`src/rtl/regfile_port_ctrl.sv`:
```
// rtl/regfile_port_ctrl.sv - register-file bank control: reset clear, x0 hard-wiring, collision forwarding
module regfile_port_ctrl #(
    parameter int NUM_THREADS = 16,
    parameter int THREAD_W    = 4,
    parameter int ADDR_WIDTH  = THREAD_W + 5,
    parameter int SIZE        = NUM_THREADS * 32,
    parameter int DATA_WIDTH  = 32
) (
    input  logic                  clk,
    input  logic                  reset,
    input  logic                  rd_en,
    input  logic [THREAD_W-1:0]   rd_tid,
    input  logic [4:0]            rs1_idx,
    input  logic [4:0]            rs2_idx,
    input  logic                  wb_en,
    input  logic [THREAD_W-1:0]   wb_tid,
    input  logic [4:0]            wb_rd,
    input  logic [DATA_WIDTH-1:0] wb_data,
    output logic                  busy,
    output logic                  rs_valid,
    output logic [DATA_WIDTH-1:0] rs1_data,
    output logic [DATA_WIDTH-1:0] rs2_data,
    output logic                  bram_ena,
    output logic [ADDR_WIDTH-1:0] bram_waddr,
    output logic [DATA_WIDTH-1:0] bram_wdata,
    output logic                  bram_enb,
    output logic [ADDR_WIDTH-1:0] bram_raddr1,
    output logic [ADDR_WIDTH-1:0] bram_raddr2,
    input  logic [DATA_WIDTH-1:0] bram_dob1,
    input  logic [DATA_WIDTH-1:0] bram_dob2
);

    typedef enum logic {CLEAR, RUN} state_t;
    typedef enum logic [1:0] {SEL_ZERO, SEL_FWD, SEL_BRAM} sel_t;

    localparam logic [ADDR_WIDTH-1:0] CLR_LAST = ADDR_WIDTH'(SIZE - 1);

    state_t                state, state_next;
    logic [ADDR_WIDTH-1:0] clr_cnt;
    sel_t                  sel1, sel2, sel1_next, sel2_next;
    logic [DATA_WIDTH-1:0] fwd_data1, fwd_data2;
    logic                  rd_accept;
    logic [ADDR_WIDTH-1:0] rd_addr1, rd_addr2;

    assign rd_addr1    = {rd_tid, rs1_idx};
    assign rd_addr2    = {rd_tid, rs2_idx};
    assign bram_raddr1 = rd_addr1;
    assign bram_raddr2 = rd_addr2;

    always_comb begin
        state_next = state;
        busy       = 1'b0;
        bram_ena   = 1'b0;
        bram_waddr = '0;
        bram_wdata = '0;
        bram_enb   = 1'b0;
        rd_accept  = 1'b0;
        case (state)
            CLEAR: begin
                busy       = 1'b1;
                bram_ena   = 1'b1;
                bram_waddr = clr_cnt;
                if (clr_cnt == CLR_LAST)
                    state_next = RUN;
            end
            RUN: begin
                bram_ena   = wb_en && (wb_rd != 5'd0);
                bram_waddr = {wb_tid, wb_rd};
                bram_wdata = wb_data;
                bram_enb   = rd_en;
                rd_accept  = rd_en;
            end
            default: state_next = CLEAR;
        endcase
    end

    // The banks give no read/write collision guarantee, so a same-cycle write is bypassed here.
    always_comb begin
        sel1_next = SEL_BRAM;
        sel2_next = SEL_BRAM;
        if (rs1_idx == 5'd0)
            sel1_next = SEL_ZERO;
        else if (bram_ena && (bram_waddr == rd_addr1))
            sel1_next = SEL_FWD;
        if (rs2_idx == 5'd0)
            sel2_next = SEL_ZERO;
        else if (bram_ena && (bram_waddr == rd_addr2))
            sel2_next = SEL_FWD;
    end

    always_ff @(posedge clk) begin
        if (reset) begin
            state     <= CLEAR;
            clr_cnt   <= '0;
            rs_valid  <= 1'b0;
            sel1      <= SEL_ZERO;
            sel2      <= SEL_ZERO;
            fwd_data1 <= '0;
            fwd_data2 <= '0;
        end else begin
            state    <= state_next;
            rs_valid <= rd_accept;
            if (state == CLEAR)
                clr_cnt <= clr_cnt + 1'b1;
            if (rd_accept) begin
                sel1 <= sel1_next;
                sel2 <= sel2_next;
                if (sel1_next == SEL_FWD)
                    fwd_data1 <= wb_data;
                if (sel2_next == SEL_FWD)
                    fwd_data2 <= wb_data;
            end
        end
    end

    always_comb begin
        case (sel1)
            SEL_FWD:  rs1_data = fwd_data1;
            SEL_BRAM: rs1_data = bram_dob1;
            default:  rs1_data = '0;
        endcase
        case (sel2)
            SEL_FWD:  rs2_data = fwd_data2;
            SEL_BRAM: rs2_data = bram_dob2;
            default:  rs2_data = '0;
        endcase
    end

endmodule

```
`config.mk`:
```
export PLATFORM = sky130hd
export DESIGN_NAME = regfile_port_ctrl
export DESIGN_NICKNAME = d
export VERILOG_FILES = /design/src/rtl/regfile_port_ctrl.sv
export SDC_FILE = /design/constraint.sdc
export NUM_CORES = 1
export LEC_CHECK = 0
export CAP_MARGIN = 20
export CORE_MARGIN = 4
export CORE_UTILIZATION = 32
export CTS_BUF_LIST = sky130_fd_sc_hd__clkbuf_8
export DETAILED_ROUTE_END_ITERATION = 16
export PLACE_DENSITY_LB_ADDON = 0.12
export SLEW_MARGIN = 25
export SYNTH_ARGS = -nofsm -noshare
export SYNTH_HDL_FRONTEND = slang
export SYNTH_SLANG_ARGS = --single-unit
```
`constraint.sdc`:
```
create_clock -name clk -period 3.16 [get_ports clk]
set_input_delay 0.474 -clock clk [delete_from_list [all_inputs] [get_ports clk]]
set_output_delay 0.474 -clock clk [all_outputs]
set_load 0.02 [all_outputs]
```
==> Word-level counts from Yosys, hierarchy flattened <==
Cells that the tools add are included.
{ "totals": {"register_bits": 79, "latchBits": 0, "mem_bits_rw": 0, "mem_bits_ro": 0, "input_bits": 123, "output_inout_bits": 127, "elab_cells": 39, "mem_count": 0} }
{ "classes": {"add_sub_neg": 1, "multipliers": 0, "div_mod_pow": 0, "n_lt_le_gt_ge": 0, "n_eq_ne": 9, "shifts": 0, "mux": 13, "n_bitwise": 1, "reduce_logical": 8} }
{ "ops": {"columns": ["operator", "n"], "rows": [
  ["32-bit one-hot mux with 2 select lines", 2],
  ["32-bit two-way mux", 1],
  ["9-bit equality test", 2],
  ["9-bit one-hot mux with 2 select lines", 1],
  ["5-bit logical NOT", 2],
  ["9-bit by 1-bit adder with 9-bit output, second input constant", 1],
  ["9-bit equality test, second input constant", 1],
  ["2-bit by 1-bit equality test with 1-bit output, second input constant", 4],
  ["2-bit two-way mux", 4],
  ["5-bit nonzero test", 1],
  ["2-bit equality test, second input constant", 2],
  ["1-bit two-way mux", 4],
  ["2-bit AND reduction", 2],
  ["1-bit logical AND", 3],
  ["1-bit one-hot mux with 2 select lines", 1],
  ["1-bit NOT", 1]
]} }

==> Logic depth before layout (Yosys ltp) <==
{ "depth": {"ltp_word": 8, "mapped_depth": 10, "ltp_nobuf": 6} }

==> Worst setup path before layout <==
No wires, ideal clock.
{ "synth_timing": {"kind": "reg2reg", "start": "register state", "end": "register fwd_data1[12]", "setup_time_ps": 120, "arrival_ps": 2167, "t_required_ps": 3040, "setup_slack_ps": 873, "path_stages_with_launch": 11, "synth_period_minus_slack_ps": 2287, "cell_sequence": "dfxtp_1 buf_6 buf_8 nand2_2 inv_1 o21ai_0 or3_1 or4_1 buf_6 buf_6 mux2i_1"} }
{ "synth_via": {"elab_cells_between_ends": 10, "cone_classes": "eq/ne (2); mux (5); bitwise (1); reduce/logical (2)"} }
{ "synth_lines": {"columns": ["element", "line_no", "source"], "rows": [
  ["from (decl)", "38", "state_t state, state_next;"],
  ["from (signal assigned)", "101", "state <= state_next;"],
  ["1-bit two-way mux", null, null],
  ["via bram_enb", "26", "output logic bram_enb,"],
  ["2-bit AND reduction (no line)", null, null],
  ["to (signal assigned)", "109", "fwd_data1 <= wb_data;"],
  ["to (decl)", "41", "logic [DATA_WIDTH-1:0] fwd_data1, fwd_data2;"]
]} }
The timed path passes the listed nets, and every way through them passes these cells.
A chain may end at the register's enable or synchronous reset.

==> Worst setup path in the final report <==
{ "layout_timing": {"start": "register state", "end": "output bram_ena"} }
{ "layout_via": {"elab_chain_len": 2} }
{ "layout_lines": {"columns": ["element", "line_no", "source"], "rows": [
  ["1-bit NOT", null, null],
  ["1-bit one-hot mux with 2 select lines *", "58", "case (state)"],
  ["to (decl)", "23", "output logic bram_ena,"]
]} }
Every way passes the cells marked *; elsewhere a longest branch is shown, timed or not.

==> flow_metrics.env <==
export IMPL_grt_pass1_wl_um=25000
export IMPL_crit_type="reg -> out"
export IMPL_ys_warn_count=0
export IMPL_pre_cts_ws_ns=0.254
export IMPL_multi_input_area_um2=2860
export IMPL_setup_viol=0
export IMPL_setup_tns_final_ns=0
export IMPL_max_slew_margin_pct=52.7
export IMPL_grt_setup_unrepaired="no"
export IMPL_hold_buffers=0
export IMPL_placed_cell_area_um2=7390
export IMPL_worstSkewPairLatency_ns=0.36
export IMPL_ys_seq_area_share_pct=32.7
export IMPL_worst_setup_path_start_kind="register"
export IMPL_final_max_slew_viol_count=0
export IMPL_combPwrFrac_pct=14.5
export IMPL_synth_main_ff_cell="dfxtp_1"
export IMPL_synth_fp_nets=694
export IMPL_area_growth_pct=57.6
export IMPL_async_reset_ff_share_pct=0
export IMPL_p_int_uw=1670
export IMPL_syn_avg_cell_area_um2=8.56
export IMPL_cts_sinks=79
export IMPL_drt_pass1_iter_count=4
export IMPL_ant_nets=0
export IMPL_syn_area_um2=4840
export IMPL_hold_class="reg -> reg"
export IMPL_drive_gt1_share_pct=6.44
export IMPL_gp_congestion=0.843
export IMPL_worst_ep_arrival_time_ns=2.39
export IMPL_setup_ws_ns=0.296
export IMPL_vias_per_cell=4.83
export IMPL_worstReg2RegEnd="fwd_data1[14]$_SDFFE_PP0P_"
export IMPL_powerDensity_nw_per_um2=283
export IMPL_fmaxAchievable_mhz=349
export IMPL_finalHoldViolations=0
export IMPL_vias=4716
export IMPL_ys_types=34
export IMPL_dp_hpwl_um=12900
export IMPL_die_area_um2=17100
export IMPL_pin_count=250
export IMPL_r2r_start="state$_SDFF_PP0_"
export IMPL_reg2reg_slack_ns=0.44
export IMPL_cts_tree="built"
export IMPL_syn_inst=565
export IMPL_min_path_cells=2
export IMPL_clockRootBuffer="clkbuf_8"
export IMPL_hp_start="fwd_data2[24]$_SDFFE_PP0P_"
export IMPL_status="finished, final reports clean"
export IMPL_reg2regPathDepth=7
export IMPL_first_iter_violations=176
export IMPL_die_height_um=131
export IMPL_whs_endpoint="fwd_data2[24]$_SDFFE_PP0P_"
export IMPL_end_kind="primary output"
export IMPL_io_buffer_count=249
export IMPL_grt_overflow_total=0
export IMPL_row_count=44
export IMPL_fillers=1379
export IMPL_first_global_vias=4719
export IMPL_swShare_pct=22.7
export IMPL_tightest_slew_ns=0.709
export IMPL_period_share_pct=90.6
export IMPL_wl_um=16800
export IMPL_clk_pin_slew_ns=0.08
export IMPL_seq_area_um2=1590
export IMPL_grt_util_all_layers_pct=18.7
export IMPL_synth_edf_count=0
export IMPL_nets=916
export IMPL_cp_max_fo=16
export IMPL_timing_hold_ws_ns=0.476
export IMPL_crit_top_cell="inv_1"
export IMPL_chipWidth_um=131
export IMPL_fin_skew_ns=0.00547
export IMPL_ys_ff_latch=79
export IMPL_initial_core_util_pct=33.0
export IMPL_p_seq_share_pct=46.4
export IMPL_leakage_uw=0.00275
export IMPL_cts_buffer_depth=2
export IMPL_drcViolationCount=0
export IMPL_core_area_um2=14600
export IMPL_maxCapViolCount=0
export IMPL_peakVddDrop_mv=0.150
export IMPL_grt_max_degree=53
export IMPL_routedWlPerCell_um=17.2
export IMPL_numCtsBuffers=9
export IMPL_slowest_delay_ns=0.55
export IMPL_final_area_um2=7620
export IMPL_worstPathCellList="inv_1, or4_1, o32ai_2, inv_1, clkdlybuf4s50_1"
export IMPL_p_clk_share_pct=39.1
export IMPL_p_sw_uw=490
export IMPL_cp_required_ns=2.69
export IMPL_min_period_ns=2.86
export IMPL_htree_levels=3
export IMPL_cp_slowest_cell="or4_1"
export IMPL_antenna_found_initial=0
## routing by layer
layer / share of wire, % / wire length [um] / track usage, % / vias to the layer above
li1: - / - / - / 2352
met2: 49 / 8280 / 32.3 / 154
met5: 0 / 0 / 0 / -
met1: 43 / 7260 / 23.0 / 2191
met4: 1.9 / 312 / 6.47 / 0
met3: 5.5 / 916 / 4.19 / 19
## synthesized netlist by cell type (2+ instances only)
cell type  count  area, um2
and3_1         2       12.5
buf_2          2       10.0
clkbuf_1      34        128
and2_1        32        200
or4_1          5       37.5
ha_1           6       75.1
xnor2_1        7       61.3
buf_6          4       45.0
xor2_1        13        114
o21ai_0        3       15.0
a21oi_1        3       15.0
o31ai_1        2       15.0
nand2_1        4       15.0
nor2_1        79        297
mux2i_2        2       27.5
dfxtp_1       79       1580
nor4b_1        2       17.5
a22oi_1       64        480
mux2i_1       72        721
nand3_1        3       15.0
nand2b_1      96        601
inv_1         16       60.1
buf_4         20        150
or3_1          5       31.3
## stage by stage
step	power [uW]	util, %	std cells
2_1_floorplan	1140	-	565
3_3_place_gp	1340	50.5	960
3_5_place_dp	1340	50.5	960
4_1_cts	2200	52.0	976
5_1_grt	2260	52.0	976
6_report	2160	52.1	977
## how the worst max path moves through the flow
stage,start,end,slack (ns),cells after the start
floorplan,state$_SDFF_PP0_,fwd_data1[12]$_SDFFE_PP0P_,0.87,10
global placement,wb_rd[1],fwd_data1[17]$_SDFFE_PP0P_,0.31,7
detailed placement,wb_rd[1],fwd_data1[14]$_SDFFE_PP0P_,0.25,7
CTS,state$_SDFF_PP0_,bram_ena,0.11,5
global route,state$_SDFF_PP0_,bram_ena,0.13,5
finish,state$_SDFF_PP0_,bram_ena,0.30,5
## state kept, by name, indices dropped and copies added, names as in the netlist
| register | count |
|---|---|
| fwd_data1 | 32 |
| fwd_data2 | 32 |
| clr_cnt | 9 |
| sel1 | 2 |
| sel2 | 2 |
| rs_valid | 1 |
| state | 1 |
## power by group through the flow
stage | sequential (uW) | combinational (uW) | clock (uW)
after floorplan | 1030 | 112 | 0
after global placement | 1030 | 311 | 0
after detailed placement | 1030 | 315 | 0
after CTS | 1000 | 316 | 877
after global routing | 1000 | 335 | 919
final | 1000 | 314 | 844
## kinds of logic (layout without fill, tap and decap cells)
logic type	Yosys count	in the layout	share of synthesized area (%)
XOR/XNOR	20	20	3.62
adder cells (fa/ha/maj)	6	6	1.55
AND/OR/NAND/NOR	235	235	26.6
multiplexers	75	75	15.9
AO/OA/AOI/OAI	73	73	11.2
other	0	1	0
flip-flops	79	79	32.7
buffers and inverters	77	304	8.43
## repair_timing
item	in CTS	in global routing
endpoints found under the setup margin	0	1
buffers inserted	0	0
gates resized for setup	0	1
## critical path: cells and delay by family (launching register included)
family,cells,cell delay (ns)
flops,1,0.49
simple gates,1,0.55
compound gates,1,0.24
buf+inv,3,0.74
## layout make-up
| type | count | area share (%) |
|---|---|---|
| Timing Repair Buffer | 272 | 34.9 |
| Antenna cell | 1 | 0.0328 |
| Clock buffer | 14 | 2.53 |
| Multi-Input combinational cell | 409 | 37.5 |
| Tap cell | 184 | 3.02 |
| Sequential cell | 79 | 20.8 |
| Clock inverter | 2 | 0.460 |
| Inverter | 16 | 0.788 |
## placed cells by master (no fill, tap or decap), types with 2 or more instances in the layout
| cell | instances |
|---|---|
| clkbuf_8 | 14 |
| xor2_1 | 13 |
| and3_1 | 2 |
| nand2_1 | 4 |
| o21ai_0 | 3 |
| nor4_2 | 2 |
| and2_1 | 32 |
| nor4b_1 | 2 |
| ha_1 | 5 |
| a21oi_1 | 3 |
| xnor2_1 | 7 |
| or4_1 | 4 |
| or3_1 | 5 |
| buf_4 | 23 |
| dfxtp_1 | 78 |
| inv_1 | 16 |
| clkdlybuf4s50_1 | 248 |
| o31ai_1 | 2 |
| mux2i_2 | 2 |
| nor2_1 | 79 |
| a22oi_1 | 64 |
| mux2i_1 | 72 |
| nand3_1 | 3 |
| nand2b_1 | 96 |
(Power assumes the default switching activity.)
